--- config.mk ---
export PLATFORM = sky130hd
export DESIGN_NAME = ripple_counter_n_flat
export DESIGN_NICKNAME = d
export VERILOG_FILES = /design/src/rtl/ripple_counter_n_if.sv /design/src/rtl/ripple_counter_n.sv /design/src/flat_wrapper.sv
export SDC_FILE = /design/constraint.sdc
export NUM_CORES = 1
export LEC_CHECK = 0
export CAP_MARGIN = 0
export CORE_AREA = 10 10 47 49
export CTS_BUF_LIST = sky130_fd_sc_hd__clkbuf_4 sky130_fd_sc_hd__clkbuf_8
export CTS_CLUSTER_DIAMETER = 60
export CTS_CLUSTER_SIZE = 12
export DETAILED_ROUTE_END_ITERATION = 10
export DIE_AREA = 0 0 57 59
export PLACE_DENSITY_LB_ADDON = 0.08
export SLEW_MARGIN = 20
export SYNTH_ARGS = -nofsm -noshare
export SYNTH_HDL_FRONTEND = slang
export SYNTH_SLANG_ARGS = --single-unit
--- constraint.sdc ---
create_clock -name CLK -period 1.3 [get_ports CLK]
set_input_delay 0.13 -clock CLK [delete_from_list [all_inputs] [get_ports CLK]]
set_output_delay 0.13 -clock CLK [all_outputs]
set_load 0.03 [all_outputs]
--- src/rtl/ripple_counter_n_if.sv ---
// rtl/ripple_counter_n_if.sv - control and status bundle for the ripple counter
interface ripple_counter_n_if #(
    parameter int WIDTH = 4
);
    logic             EN;
    logic             UP_DN;
    logic             CLR_OVF;
    logic [WIDTH-1:0] Q;
    logic [WIDTH-1:0] Q_CAP;
    logic             TC;
    logic             OVF;
    logic             MODE;

    // Drives the controls and observes the count.
    modport master (
        output EN, UP_DN, CLR_OVF,
        input  Q, Q_CAP, TC, OVF, MODE
    );

    // The counter itself.
    modport slave (
        input  EN, UP_DN, CLR_OVF,
        output Q, Q_CAP, TC, OVF, MODE
    );
endinterface

--- src/rtl/ripple_counter_n.sv ---
// rtl/ripple_counter_n.sv - WIDTH-generic asynchronous up/down ripple counter
module ripple_counter_n #(
    parameter int WIDTH = 4
) (
    input logic              CLK,
    input logic              RST,
    ripple_counter_n_if.slave bus
);
    localparam logic [WIDTH-1:0] ALL_ONES = '1;

    logic             en_r;
    logic             mode_r;
    logic             tc_r;
    logic             clr_r;
    logic             ovf_r;
    logic [WIDTH-1:0] q;
    logic [WIDTH-1:0] q_cap;
    logic             wrap_next;

    // Terminal condition for the direction currently in force; Q is settled at
    // the rising edge, so the comparison sees a stable value.
    assign wrap_next = mode_r ? (q == ALL_ONES) : (q == '0);

    // Rising-edge control and snapshot registers; the mode only moves while the
    // counter is quiet on both sides of the enable register, so a stage-clock
    // glitch from the flip finds every stage disabled.
    always_ff @(posedge CLK or posedge RST) begin
        if (RST) begin
            en_r   <= 1'b0;
            mode_r <= 1'b1;
            tc_r   <= 1'b0;
            clr_r  <= 1'b0;
            q_cap  <= '0;
        end else begin
            en_r  <= bus.EN;
            clr_r <= bus.CLR_OVF;
            tc_r  <= bus.EN && wrap_next;
            q_cap <= q;
            if (!en_r && !bus.EN) begin
                mode_r <= bus.UP_DN;
            end
        end
    end

    // Sticky wrap flag on the counting edge; a wrap beats a pending clear.
    always_ff @(negedge CLK or posedge RST) begin
        if (RST) begin
            ovf_r <= 1'b0;
        end else if (en_r && tc_r) begin
            ovf_r <= 1'b1;
        end else if (clr_r) begin
            ovf_r <= 1'b0;
        end
    end

    // Each stage is its own toggle flop clocked by the previous stage. In up
    // mode a stage clock falls when the lower bit falls (carry); in down mode
    // the inversion makes it fall when the lower bit rises (borrow).
    for (genvar i = 0; i < WIDTH; i++) begin : g_stage
        logic stage_clk;
        logic stage_q;

        if (i == 0) begin : g_lsb
            assign stage_clk = CLK;
        end else begin : g_upper
            assign stage_clk = q[i-1] ^ ~mode_r;
        end

        // Toggle on the falling edge of this stage's clock while enabled.
        always_ff @(negedge stage_clk or posedge RST) begin
            if (RST) begin
                stage_q <= 1'b0;
            end else if (en_r) begin
                stage_q <= ~stage_q;
            end
        end

        assign q[i] = stage_q;
    end

    assign bus.Q     = q;
    assign bus.Q_CAP = q_cap;
    assign bus.TC    = tc_r;
    assign bus.OVF   = ovf_r;
    assign bus.MODE  = mode_r;
endmodule

--- src/flat_wrapper.sv ---
// flat-port wrapper written by rule: the top's interface ports become plain ports
module ripple_counter_n_flat 
#(
    parameter int WIDTH = 4
)
  (CLK, RST, bus_EN, bus_UP_DN, bus_CLR_OVF, bus_Q, bus_Q_CAP, bus_TC, bus_OVF, bus_MODE);
  ripple_counter_n_if #(.WIDTH(WIDTH)) bus_i ();
  input logic CLK;
  input logic RST;
  input wire logic [$bits(bus_i.EN)-1:0] bus_EN;
  input wire logic [$bits(bus_i.UP_DN)-1:0] bus_UP_DN;
  input wire logic [$bits(bus_i.CLR_OVF)-1:0] bus_CLR_OVF;
  output wire logic [$bits(bus_i.Q)-1:0] bus_Q;
  output wire logic [$bits(bus_i.Q_CAP)-1:0] bus_Q_CAP;
  output wire logic [$bits(bus_i.TC)-1:0] bus_TC;
  output wire logic [$bits(bus_i.OVF)-1:0] bus_OVF;
  output wire logic [$bits(bus_i.MODE)-1:0] bus_MODE;
  assign bus_i.EN = bus_EN;
  assign bus_i.UP_DN = bus_UP_DN;
  assign bus_i.CLR_OVF = bus_CLR_OVF;
  assign bus_Q = bus_i.Q;
  assign bus_Q_CAP = bus_i.Q_CAP;
  assign bus_TC = bus_i.TC;
  assign bus_OVF = bus_i.OVF;
  assign bus_MODE = bus_i.MODE;
  ripple_counter_n #(.WIDTH(WIDTH)) u_core (.CLK(CLK), .RST(RST), .bus(bus_i));
endmodule
# Yosys cells after proc, flatten, opt, wreduce, memory -nomap -nowiden
# Cells that the tools add are included.
# Widths: inputs -> output; s select.
[word_totals] register_bits=13 inputBits=5 out_inout_bits=11 elab_cells=29
[op_classes] n_eq_ne=1 n_mux=3 bitwise=8 reduce_logical=7
[op_table] cell="$not 1->1" count=5
[op_table] cell="$eq 4x4->1 const B" count=1
[op_table] cell="$logic_not 4->1" count=1
[op_table] cell="$logic_and 1x1->1" count=3
[op_table] cell="$mux 1" count=3
[op_table] cell="$xor 1x1->1" count=3
[op_table] cell="$logic_not 1->1" count=2
[op_table] cell="$reduce_bool 2->1" count=1

# Longest topological paths before layout
# Gate-level depths: netlist (run 1).
[depth] depth_word=3 depth_mapped=3 depth_no_buf=2

==> results of run 1 <==
power breakdown:
part	internal (W)	switching [W]	leakage, nW	total (W)
clock	0.000170	0.0000960	0.0210	0.000266
combinational	0.000248	0.000311	0.143	0.000558
sequential	0.000455	0.0000721	0.155	0.000528
cells in the mapped netlist:
master | instances | area share, %
dfstp_2 | 1 | 5.3
buf_4 | 4 | 6.1
nand2_1 | 2 | 1.5
dfrtn_1 | 5 | 25
o22ai_1 | 1 | 1.3
mux2_1 | 1 | 2.3
xor2_1 | 4 | 7.1
clkbuf_1 | 1 | 0.76
nand2b_1 | 1 | 1.3
xnor2_1 | 3 | 5.3
dfrtp_1 | 7 | 35
nor2_1 | 1 | 0.76
nand4_1 | 1 | 1.3
or4_1 | 1 | 1.5
o21ai_0 | 1 | 1.0
inv_1 | 2 | 1.5
buf_6 | 1 | 2.3
path summary, 6_finish.rpt:
| path | to | slack (ps) | depth (start not counted) |
|---|---|---|---|
| max reg2reg | u_core.bus.TC | -440 | 2 |
| max in group asynchronous | u_core.bus.OVF | 540 | 2 |
| min | u_core.clr_r | 60 | 2 |
| max | u_core.bus.TC | -440 | 2 |
| min in group CLK | u_core.clr_r | 340 | 1 |
| min reg2reg | u_core.bus.OVF | 520 | 2 |
state kept, by name (all words and copies together), names as in the netlist:
register                cells
u_core.bus.OVF              1
u_core.bus.Q_CAP            4
u_core.en_r                 1
u_core.bus.MODE             1
u_core.bus.TC               1
u_core.g_stage.stage_q      4
u_core.clr_r                1
critical path: stages (launching register included):
cell and delay [ps]:
dfrtn_1 350, or4_1 500, o22ai_1 150
kinds of logic (layout without fill, tap and decap cells):
family | after synthesis | in the layout | synth area share (%)
xor gates and xnor gates | 7 | 7 | 12.41
AOI/OAI and AO/OA | 2 | 2 | 2.278
buffers and inverters | 8 | 26 | 10.63
muxes | 1 | 1 | 2.278
DFF | 13 | 13 | 66.08
and+or+nand+nor | 6 | 6 | 6.331
per-stage QoR:
step                      instances  utilization, %  hold WS (ps)  instance area (um^2)  power [W]
after floorplan                  37               -         6.159                 504.2  0.0008857
after global placement           66           45.80         317.8                 641.9   0.001073
after detailed placement         66           45.80         322.9                 641.9   0.001082
after CTS                        70           48.48         54.08                 679.4   0.001339
after global routing             71           49.29         68.07                 690.7   0.001436
final                            71           49.29         60.48                 690.7   0.001351
what timing repair did:
action	in CTS	in global routing
endpoints found under the setup margin	10	5
pin swaps	2	2
buffers inserted	0	1
resized for setup	8	1
cell type report:
class | instances | area [um^2] | share of cell area [%]
tap | 16 | 20.02 | 2.899
multi-input combinational | 16 | 115.1 | 16.67
clock buffer | 4 | 36.28 | 5.254
sequential | 13 | 326.6 | 47.28
inverter | 2 | 7.507 | 1.087
timing repair buffer | 20 | 185.2 | 26.81
metal layers:
| layer | up-vias | share of wire, % | track usage, % |
|---|---|---|---|
| li1 | 148 | - | - |
| met1 | 152 | 38 | 5.919 |
| met2 | 7 | 53 | 11.78 |
| met3 | 0 | 8.6 | 4.506 |
| met4 | 0 | 0 | 2.013 |
| met5 | - | 0 | 0 |
==> reports/results.ini, run 1 <==
[status]
outcome=finished with violations
violations=negative setup slack

[synth]
syn-num-nets=42
synth_cell_types=17
ys_ff_latch=13
synthCells=37
avgSynthCellArea_um2=13.36
ys_warn_count=0
syn_area_um2=494.2
ys_seq_area_share_pct=66.08

[worst_setup_path]
cp_data_required_time_ps=1470
timing.rr.start=u_core.g_stage[0].stage_q
startpoint_type=flop
arrival_ps=1910
setup.worst_path.start=u_core.g_stage[0].stage_q
end_kind=flop
critical_path_class=flop to flop
worstPathMaxFanout=2

[cts]
postCtsHoldBufs=0
cts_tree=built
cts_root_buffer=clkbuf_4
clkSlewWorstSetupHoldPaths_ps=60
cts_buffer_depth=2
cts_max_level=1
cts_inserted_buffers=3
clock_latency_ps=260

[routing]
routed_wl_mm=1.018
vias=307
drcViolationCount=0
drtPass1Iterations=3
dr.first_iter.drc_count=1
ant_nets=0
vias_per_cell=4.324
wire_per_inst_um=14.34

[finish]
diodes=0
area_growth_pct=39.75
fillers=145
final_cell_mix=clkdlybuf4s50_1 (7), dfrtp_1 (7), dlygate4sd2_1 (5), buf_4 (5), dfrtn_1 (5)
layout.nets=61
drive_gt1_share_pct=23.64

[sta]
setup_viol=5
fin_ws_ps=-436.9
fin_skew_ps=10.79
tightest_slew_ps=309.3
untimed_endpoints=9
hold_viol=0
tns_ps=-1204
slew_violations=0
unclocked_pins=3
maxSlewHeadroom_pct=79.32
grt_setup_unrepaired=yes

[hold_path]
hp-class=input pin to async pin

[floorplan]
num_rows=14
start_util_pct=35.27
core_um2=1401
pin_count=16
dieWidth_um=57
die_h_um=59
die_area_um2=3363

[power_and_ir_drop]
power.density_nw_per_um2=1956
power_leakage_nw=0.3185
irDropWorstVdd_v=0.0007210

[global_route]
antenna_found_initial=0
overflow=0
grt_pass1_wl_mm=1.773
grt_pass1_vias=385
grtUsageTotal_pct=6.614
grt_start_max_net_pins=11

[placed_design]
gp_congestion=0.7506
post-dp-hpwl_um=818
pre_cts_ws_ps=-412.7
port_buffers=15

[job]
maxCapViolCount=0

(Power assumes the default switching activity.)
==> run 2, diff against run 1 <==
- clock period: 1.3 -> 2 ns (I/O delays scaled with it)
==> reports/results.ini, run 2 (synthesis results as in run 1) <==
[placed_design]
port_buffers=15  ; unchanged
placedCellCount=65  ; was 66
gp_congestion=0.7353  ; was 0.7506
pre_cts_ws_ps=-97.48  ; was -412.7 ps

[global_route]
grt_start_max_net_pins=9  ; was 11
grt_pass1_vias=356  ; was 385
grtUsageTotal_pct=6.798  ; was 6.614%
antenna_found_initial=0  ; unchanged
overflow=0  ; unchanged
grt_pass1_wl_mm=1.718  ; was 1.773 mm

[routing]
met2_length_um=528  ; was 542 um
ant_nets=0  ; unchanged
met1_length_um=360  ; was 387 um
dr.first_iter.drc_count=2  ; was 1
vias=310  ; was 307
drcViolationCount=0  ; unchanged
wire_per_inst_um=14.79  ; was 14.34 um
vias_per_cell=4.429  ; was 4.324
routed_wl_mm=1.035  ; was 1.018 mm
drtPass1Iterations=2  ; was 3
met3_length_um=114  ; was 88 um
route.top_layer_used=met4  ; was met3

[power_and_ir_drop]
power.density_nw_per_um2=1304  ; was 1956 nW/um^2
irDropWorstVdd_v=0.0005815  ; was 0.0007210 V
power_leakage_nw=0.3056  ; was 0.3185 nW

[worst_setup_path]
slowest_stage=or4_4  ; was or4_1
timing.rr.start=u_core.g_stage[0].stage_q  ; unchanged
end_kind=flop  ; unchanged
worstPathMaxFanout=2  ; unchanged
path_cells=or4_4 -> o22ai_2  ; was or4_1 -> o22ai_1
startpoint_type=flop  ; unchanged
cp_data_required_time_ps=2200  ; was 1470 ps
path_buf_inv=0  ; unchanged
arrival_ps=2320  ; was 1910 ps
cp.depth=2  ; unchanged
critical_path_class=flop to flop  ; unchanged
reg2reg_slack_ps=-130  ; was -440 ps
max_stage_delay_ps=540  ; was 500 ps
cp_top_family=simple AND/OR/NAND/NOR gates  ; unchanged
r2r_cells=2  ; unchanged
r2r_end=u_core.bus.TC  ; unchanged

[sta]
setup_viol=3  ; was 5
grt_setup_unrepaired=yes  ; unchanged
fin_skew_ps=7.577  ; was 10.79 ps
untimed_endpoints=9  ; unchanged
tightest_slew_ps=319.6  ; was 309.3 ps
fin_ws_ps=-127.4  ; was -436.9 ps
slew_violations=0  ; unchanged
maxSlewHeadroom_pct=78.62  ; was 79.32%
hold_viol=0  ; unchanged
unclocked_pins=3  ; unchanged

[floorplan]
core_um2=1401  ; unchanged
num_rows=14  ; unchanged
die_h_um=59  ; unchanged
die_area_um2=3363  ; unchanged
pin_count=16  ; unchanged
dieWidth_um=57  ; unchanged
start_util_pct=35.27  ; unchanged

[finish]
area_growth_pct=42.03  ; was 39.75%
diodes=0  ; unchanged
layout.nets=60  ; was 61
final_cell_mix=clkdlybuf4s50_1 (13), dfrtp_1 (7), dfrtn_1 (5)  ; was clkdlybuf4s50_1 (7), dfrtp_1 (7), dlygate4sd2_1 (5), buf_4 (5), dfrtn_1 (5)
fillers=130  ; was 145
drive_gt1_share_pct=24.07  ; was 23.64%
final_common_cell=clkdlybuf4s50_1
fin_cells=70  ; was 71

[cts]
cts_inserted_buffers=3  ; unchanged
cts_tree=built  ; unchanged
cts_buffer_depth=2  ; unchanged
cts_root_buffer=clkbuf_4  ; unchanged
postCtsHoldBufs=0  ; unchanged
clock_latency_ps=280  ; was 260 ps
cts_max_level=1  ; unchanged
clkSlewWorstSetupHoldPaths_ps=70  ; was 60 ps

[status]
violations=negative setup slack  ; unchanged
outcome=finished with violations  ; unchanged

[hold_path]
hp-class=input pin to async pin  ; unchanged

[job]
maxCapViolCount=0  ; unchanged

## run 2: changes by cell type in the layout (fill, tap and decap cells not counted), sizes merged
| cell | before | now |
|---|---|---|
| buf | 8 | 6 |
| clkdlybuf4s50 | 7 | 13 |
| dlygate4sd2 | 5 | 0 |
## run 2: where the power goes
part | switching, W | total [W] | internal [W]
Clock | 0.0000761 | 0.000187 | 0.000111
Combinational | 0.000196 | 0.000378 | 0.000182
Sequential | 0.0000539 | 0.000350 | 0.000296
Total | 0.000326 | 0.000915 | 0.000589
## run 2: metal layers
metal	GRT usage [%]	up-vias
met4	6.040	0
met5	0	-
met3	4.292	3
met1	6.064	150
li1	-	146
met2	10.54	11
## run 2: what timing repair did
action,in CTS,in global routing
setup buffers,1,0
setup endpoints to repair,3,3
gates resized for setup,3,2
pin swaps,2,2
hold endpoints to repair,0,0
## run 2: worst max-delay path by stage
stage,from,end,slack (ps)
6_report,u_core.g_stage[0].stage_q,u_core.bus.TC,-130
4_1_cts,u_core.g_stage[0].stage_q,bus_Q[0],-120
3_5_place_dp,u_core.g_stage[0].stage_q,u_core.bus.TC,-100
3_3_place_gp,u_core.g_stage[0].stage_q,u_core.bus.TC,-30
5_1_grt,u_core.g_stage[0].stage_q,bus_Q[0],-150
2_1_floorplan,u_core.g_stage[0].stage_q,u_core.bus.TC,-100
## run 2: area by class of cell
cell class	count	area [um^2]	share of cell area, %
Clock buffer	4	36.28	5.169
Inverter	2	7.507	1.070
Multi-Input combinational cell	16	125.1	17.83
Sequential cell	13	326.6	46.52
Tap cell	16	20.02	2.852
Timing Repair Buffer	19	186.4	26.56
## run 2: through the flow
step           total power, W  hold WS (ps)  util (%)  instance area, um^2  TNS [ps]
3_5_place_dp        0.0006969         460.9     45.45                636.9    -97.48
6_report            0.0009151         167.7     50.09                701.9    -289.5
5_1_grt             0.0009632         184.8     50.09                701.9    -375.5
2_1_floorplan       0.0005736         76.16         -                494.2    -97.39
3_3_place_gp        0.0006920         458.0     45.45                636.9    -32.12
4_1_cts             0.0009177         170.4     49.38                691.9    -195.6
